<file path="src/rtl/fetch_queue_pkg.sv">
// Fetch queue entry layout.
// Each entry holds a word-address PC and the instruction fetched from that address.
package fetch_queue_pkg;
    localparam int FQ_ENTRY_W = 62;

    typedef struct packed {
        logic [29:0] pc;
        logic [31:0] instr;
    } fq_entry_t;
endpackage

</file>
<file path="src/rtl/mips_pkg.sv">
// Constants shared by the PC register and the fetch queue.
// These are the reset fetch address (byte address 0x3000) and the NOP encoding.
package mips_pkg;
    localparam logic [29:0] RESET_PC  = 30'h0000_0C00;
    localparam logic [31:0] NOP_INSTR = 32'h0000_0000;
endpackage

</file>
<file path="src/rtl/fetch_queue_mem.sv">
// fq_mem: DEPTH x W storage with one synchronous write port and one async read port.
// Latency: the write is visible on the read port the cycle after wr_en. No backpressure.
// The array has no reset; the queue's count decides which entries are meaningful.
module fq_mem #(
    parameter int DEPTH = 4,
    parameter int AW    = $clog2(DEPTH),
    parameter int W     = 62
) (
    input  logic          clk,
    input  logic          wr_en,
    input  logic [AW-1:0] wr_addr,
    input  logic [W-1:0]  wr_data,
    input  logic [AW-1:0] rd_addr,
    output logic [W-1:0]  rd_data
);
    logic [W-1:0] mem [DEPTH];

    always_ff @(posedge clk) begin
        if (wr_en) begin
            mem[wr_addr] <= wr_data;
        end
    end

    assign rd_data = mem[rd_addr];
endmodule

</file>
<file path="src/rtl/fetch_queue.sv">
// fetch_queue: FIFO of {pc, instr} between fetch and decode; optional macro FETCH_QUEUE_BYPASS_EN.
// Latency: an entry pushed into an empty queue reaches the head one cycle later (same cycle with bypass).
// Backpressure: full stalls the PC register; a push into a full queue is dropped unless pop frees a slot.
module fetch_queue
    import mips_pkg::*;
    import fetch_queue_pkg::*;
#(
    parameter int DEPTH = 4
) (
    input  logic                     CLK,
    input  logic                     reset,
    input  logic                     push,
    input  logic [29:0]              pc_in,
    input  logic [31:0]              instr_in,
    input  logic                     pop,
    input  logic                     flush,
    output logic [29:0]              pc_out,
    output logic [31:0]              instr_out,
    output logic                     valid_out,
    output logic                     full,
    output logic [$clog2(DEPTH):0]   count
);
    localparam int AW = $clog2(DEPTH);
    localparam int CW = AW + 1;
    localparam logic [CW-1:0] DEPTH_C = CW'(DEPTH);

    logic [AW-1:0] rd_ptr;
    logic [AW-1:0] wr_ptr;
    logic [CW-1:0] cnt;

    logic      empty;
    logic      is_full;
    logic      pop_ok;
    logic      push_ok;
    logic      bypass;
    logic      wr_en;
    fq_entry_t wr_entry;
    fq_entry_t rd_entry;

    assign empty   = (cnt == '0);
    assign is_full = (cnt == DEPTH_C);
    assign pop_ok  = pop && !empty;
    assign push_ok = push && (!is_full || pop_ok);

`ifdef FETCH_QUEUE_BYPASS_EN
    // Empty queue forwards the fetch straight to decode; only kept if decode does not take it.
    assign bypass = empty && push && !flush;
`else
    assign bypass = 1'b0;
`endif

    assign wr_en = push_ok && !(bypass && pop);

    assign wr_entry.pc    = pc_in;
    assign wr_entry.instr = instr_in;

    always_ff @(posedge CLK) begin
        if (reset || flush) begin
            rd_ptr <= '0;
            wr_ptr <= '0;
            cnt    <= '0;
        end else begin
            if (wr_en) begin
                wr_ptr <= wr_ptr + AW'(1);
            end
            if (pop_ok) begin
                rd_ptr <= rd_ptr + AW'(1);
            end
            cnt <= cnt + CW'(wr_en) - CW'(pop_ok);
        end
    end

    fq_mem #(
        .DEPTH (DEPTH),
        .AW    (AW),
        .W     (FQ_ENTRY_W)
    ) u_mem (
        .clk     (CLK),
        .wr_en   (wr_en && !reset && !flush),
        .wr_addr (wr_ptr),
        .wr_data (wr_entry),
        .rd_addr (rd_ptr),
        .rd_data (rd_entry)
    );

    always_comb begin
        valid_out = !empty;
        pc_out    = RESET_PC;
        instr_out = NOP_INSTR;
        if (bypass) begin
            valid_out = 1'b1;
            pc_out    = pc_in;
            instr_out = instr_in;
        end else if (!empty) begin
            pc_out    = rd_entry.pc;
            instr_out = rd_entry.instr;
        end
    end

    assign full  = is_full;
    assign count = cnt;
endmodule

</file>
<file path="config.mk">
export PLATFORM = sky130hd
export DESIGN_NAME = fetch_queue
export DESIGN_NICKNAME = d
export VERILOG_FILES = /design/src/rtl/fetch_queue_pkg.sv /design/src/rtl/mips_pkg.sv /design/src/rtl/fetch_queue_mem.sv /design/src/rtl/fetch_queue.sv
export SDC_FILE = /design/constraint.sdc
export NUM_CORES = 1
export LEC_CHECK = 0
export BUFFER_PORTS_ARGS = -buffer_cell sky130_fd_sc_hd__buf_2
export CORE_UTILIZATION = 50
export CTS_BUF_LIST = sky130_fd_sc_hd__clkbuf_16
export CTS_CLUSTER_SIZE = 28
export DETAILED_ROUTE_END_ITERATION = 8
export GPL_TIMING_DRIVEN = 0
export HOLD_SLACK_MARGIN = 0.12
export PLACE_DENSITY = 0.79
export SLEW_MARGIN = 20
export SYNTH_ARGS = -nofsm -noshare
export SYNTH_HDL_FRONTEND = slang
export SYNTH_SLANG_ARGS = --single-unit
export TNS_END_PERCENT = 50
</file>
<file path="constraint.sdc">
create_clock -name CLK -period 3.15 [get_ports CLK]
set_input_delay 0.945 -clock CLK [delete_from_list [all_inputs] [get_ports CLK]]
set_output_delay 0.945 -clock CLK [all_outputs]
set_load 0.1 [all_outputs]
</file>
* Word level (Yosys, flattened, before mapping)
Memories as Yosys holds them, arrays and structs flattened. A register that Yosys moved wholly into a read port is not among the register bits.
Cells that the tools add are included.
** Cells by class
- Add/subtract/negate cells :: 4
- Reductions and logical operators :: 11
- Equality and inequality tests :: 1
- Multiplexer cells :: 6
** Operator list (count)
- $mux 32 :: 1
- $mux 30 :: 1
- $add 2x1->2 const B :: 2
- $logic_and 1x1->1 :: 4
- $logic_not 1->1 :: 4
- $mux 2 :: 2
- $add 3x1->3 :: 1
- $eq 3x3->1 const B :: 1
- $logic_not 3->1 :: 1
- $sub 3x1->3 :: 1
- $logic_or 1x1->1 :: 2
- $mux 1 :: 2
** Storage, ports and cells
- Output and inout bits :: 67
- RAM bits :: 248
- Bits in registers :: 7
- Memories kept :: 1
- Logic and storage cells :: 26
- Bits of input ports :: 67
** Memory list
- u_mem.mem :: depth 4, bits a word 62, rd ports 1, clocked after Yosys merged registers in 1, write ports 1, RTL line fetch_queue_mem.sv:16 : logic [W-1:0] mem [DEPTH];

* Depth between registers and ports, before layout
- Word-level depth :: 9
- Gate-level depth with buffers :: 8
- Mapped depth without buffers :: 8

* Hierarchy
A second synthesis with hierarchy kept.
** Unflattened totals
- Cells, all modules :: 434
- Area, all modules :: 9987.1 µm²
** Modules (own cells, without submodules)
- fq_mem :: sequential area each 7447.1 µm², times used 1, area each 9047.4 µm², cells an instance 328
- fetch_queue :: sequential area each 140.1 µm², times used 1, area each 939.7 µm², cells an instance 106

* Worst setup path after synthesis
OpenSTA, ideal clock, no wires.
- Path kind :: reg-to-reg
- Start :: register cnt[2] (netlist: count[2])
- End :: memory u_mem.mem[0][0], enable pin
- Required time :: 2612 ps
- Library setup time :: 538 ps
- Path buffers :: 0
- Path slack :: -2123 ps
- Data arrival time :: 4735 ps
- Period minus slack after synthesis :: 5273 ps
- Cell stages (with the launch flop) :: 4
- Cells stage by stage :: dfxtp_1 > nor3b_1 > a21boi_2 > and3_1
** On the way
- Elaborated cells between the ends (all ways) :: 11
- Those cells by class :: eq/ne: 1; mux: 2; reduce/logical: 8
** RTL lines
- start, declared :: RTL line fetch_queue.sv:29 : logic [CW-1:0] cnt;
- start signal, assigned :: RTL line fetch_queue.sv:69 : cnt <= cnt + CW'(wr_en) - CW'(pop_ok);
- $eq 3x3->1 :: RTL line fetch_queue.sv:41 : assign is_full = (cnt == DEPTH_C);
- named net full :: RTL line fetch_queue.sv:20 : output logic full,
- $logic_not 1->1 :: RTL line fetch_queue.sv:43 : assign push_ok = push && (!is_full || pop_ok);
- $logic_or 1x1->1 :: RTL line fetch_queue.sv:43
- $logic_and 1x1->1 :: RTL line fetch_queue.sv:43
- $logic_and 1x1->1 (2 in series) :: RTL line fetch_queue.sv:79 : .wr_en (wr_en && !reset && !flush),
- $mux 1 :: RTL line fetch_queue_mem.sv:19 : if (wr_en) begin
- $mux 1 (implied by the code) :: RTL line fetch_queue_mem.sv:20 : mem[wr_addr] <= wr_data;
- end, declared :: RTL line fetch_queue_mem.sv:16
The timed path passes the listed nets, and every way through them passes these cells.

==> run metrics <==
status finished clean; vias in the first global route 5007; worst slack, placed approximately 0.25 ns; Hold Path Origin wr_ptr[1]$_SDFFE_PP0P_; Area after DPL approximately 11000 um^2; most common cell after layout, fill and taps aside edfxtp_1; Hold Crit Class flop to flop; sequential power share between 50% and 60%; Arrival @ worst endpoint ~2.1 ns; Critical Path Stages 5; Slew @ Worst Pin ~0.66 ns; post-route cell area about 12000 um^2; min cycle time layout 3.08 ns; Final setup viols 0; gpl congestion between 0.7 and 0.8; Worst setup endpoint pc_out[12]; sequential fraction of the synthesis area ~77%; Final Util ~62%; Max Cap Violations 0; WL/cell between 20 and 25 um; unrepaired setup endpoints after global routing no; largest net degree at the start of global routing 38; CP max-delay cell mux4_2; die width between 100 and 150 um; drt first-iter violations between 200 and 300; Yosys warning count 0; FF-to-FF path depth 8; Crit path buffers/inverters 3; DR vias 4716; #FFs+latches synth approximately 260; combinational share of power about 13%; Critical Path, Cell by Cell buf_12, buf_12, mux4_2, and2_1, buf_4; core area ~19000 um^2; clock-pin slew on the worst setup and hold paths 0.06 ns; dpl hpwl 11000 um; Clock Skew 0.00640 ns; clock group share of total power ~37%; DR pass1 iterations 4; crit-path max cell delay roughly 0.52 ns; Die Height 143 um; setup ws final between 0.06 and 0.07 ns; switching power share of the total 25.5%; P per Cell Area 632 nW/um^2; FF-to-FF End count[2]$_SDFF_PP0_; first-pass GRT wire length 27200 um; Pint approximately 5.7 mW; clock latency on the worst-skew pair around 0.52 ns; R2R Setup Slk about 0.75 ns; initial antenna violation count 0; H-Tree Depth 1; Critical Path End Type output pin; Initial Utilization ~50%; clock sink count between 200 and 300; Total Wirelength ~18000 um; total track usage ~18%; CTS Buf Count 26; Via-to-Cell Ratio between 5 and 6; most numerous cell on the critical path buf_12; Mapped Area roughly 10000 um^2; port buffer count approximately 130; grt total ovfl 0; most frequent cells in the layout 248 x edfxtp_1, 85 x buf_2, 60 x mux4_2, 53 x and2_1, 50 x buf_4; Post-synth EDFFs 248; Die ar. 20400 um^2; Critical Path Fanout Max 10; clock root buffer clkbuf_16; Top Family by Delay on Critical Path buffers and inverters; Primary FF master, synth edfxtp_1; site row count 51; P_sw 1.93 mW; ANT nets after route 0; # diodes 0; TritonCTS clock tree built; Max VDD drop 0.000351 V; Synth Instances 440; CTS Buffer Depth 3; Cell variety after synth 26; share of post-route cells with drive strength above 1 43.8%; r2r startpoint count[1]$_SDFF_PP0_; Fin. Hold Viols 0; Hold WS 0.509 ns; critical path type flop to output pin; WP data required around 2.2 ns; worst rel slew slack roughly 56%; Syn Nets about 510; fmax roughly 0.32 GHz; Final Cycle Share between 90% and 100%; Max Slew Vio Count 0; Lkg Pwr a little over 4 nW; Post-synth ARST share 0%; IO Pins around 130; drt drc 0; final net count around 680; startpoint class of the critical path flop; P&R area growth vs syn 21.3%; Avg Inst Size Synth around 22 um^2
==> logic make-up after synthesis <==
logic type,count (synthesis),share of synthesized area (%)
compound gates,4,0.379
xor+xnor,4,0.354
fa+ha+maj,6,0.835
buf+inv,25,2.09
flops,257,77.1
mux,64,14.4
simple gates,80,4.88
==> flip-flops by register name (all words and copies together), names as in the netlist, named ones only <==
signal     count
count          3
rd_ptr         2
u_mem.mem    248
wr_ptr         2
==> synthesized netlist by cell type, types with 2 or more instances <==
master      n  share of area [%]
dfxtp_1     9                1.8
and3_1      4               0.25
or2_1       2               0.13
mux2i_1     2               0.20
mux4_2     60                 14
clkbuf_1    7               0.27
mux4_1      2               0.53
nor3_1      5               0.25
buf_12      6                1.2
nand2_1     4               0.15
ha_1        5               0.63
xnor2_1     2               0.18
edfxtp_1  248                 75
xor2_1      2               0.18
and2_1     62                3.9
inv_1       5               0.19
buf_2       6               0.30
==> power by group through the flow <==
stage               Combinational [mW]  Sequential (mW)  Clock, mW
CTS                              0.945             3.80       2.90
global placement                 0.888             3.87          0
detailed placement               0.910             3.87          0
floorplan                        0.691             3.89          0
global route                     0.988             3.80       3.02
finish                           0.948             3.80       2.84
==> layer usage <==
metal,wire [um],track usage (%)
met4,272,4.70
met2,8810,29.8
met5,0,0
met3,992,3.79
met1,7800,24.3
==> how the worst min path moves through the flow <==
stage	endpoint	slack, ns	cells past startpoint
2_1_floorplan	wr_ptr[1]$_SDFFE_PP0P_	0.47	2
3_3_place_gp	wr_ptr[1]$_SDFFE_PP0P_	0.47	2
3_5_place_dp	wr_ptr[1]$_SDFFE_PP0P_	0.50	2
4_1_cts	wr_ptr[1]$_SDFFE_PP0P_	0.51	2
5_1_grt	wr_ptr[1]$_SDFFE_PP0P_	0.54	2
6_report	wr_ptr[1]$_SDFFE_PP0P_	0.51	2
==> area by class of cell <==
cell class | instances | area [um^2]
repair buffers | 137 | 900
multi-input cells | 158 | 2120
clock inverters | 19 | 77.6
plain buffers | 19 | 199
clock buffers | 29 | 726
flip-flops and latches | 257 | 7630
fillers | 1368 | 7460
well taps | 265 | 332
inverters | 5 | 18.8
==> worst reg2reg max path, delay by kind of cell, from the launching register on <==
| family | cells | cell delay, ns |
|---|---|---|
| xor+xnor | 2 | 0.33 |
| simple gates | 2 | 0.29 |
| compound gates | 2 | 0.71 |
| fa+ha+maj | 2 | 0.59 |
| flops | 1 | 0.38 |
==> per-stage QoR <==
| step | setup TNS, ns | cells | total power, mW |
|---|---|---|---|
| CTS | 0 | 889 | 7.65 |
| floorplan | -0.0660 | 440 | 4.58 |
| global placement | -50.71 | 838 | 4.76 |
| finish | 0 | 889 | 7.59 |
| detailed placement | 0 | 842 | 4.78 |
| global route | 0 | 889 | 7.82 |
==> timing repair <==
| item | 4_1_cts | 5_1_grt |
|---|---|---|
| buffers inserted | 0 | 0 |
| hold buffers | 0 | 0 |
| gates resized for setup | 53 | 24 |
| endpoints found under the setup margin | 62 | 50 |
Power figures use the tool's default switching activity.
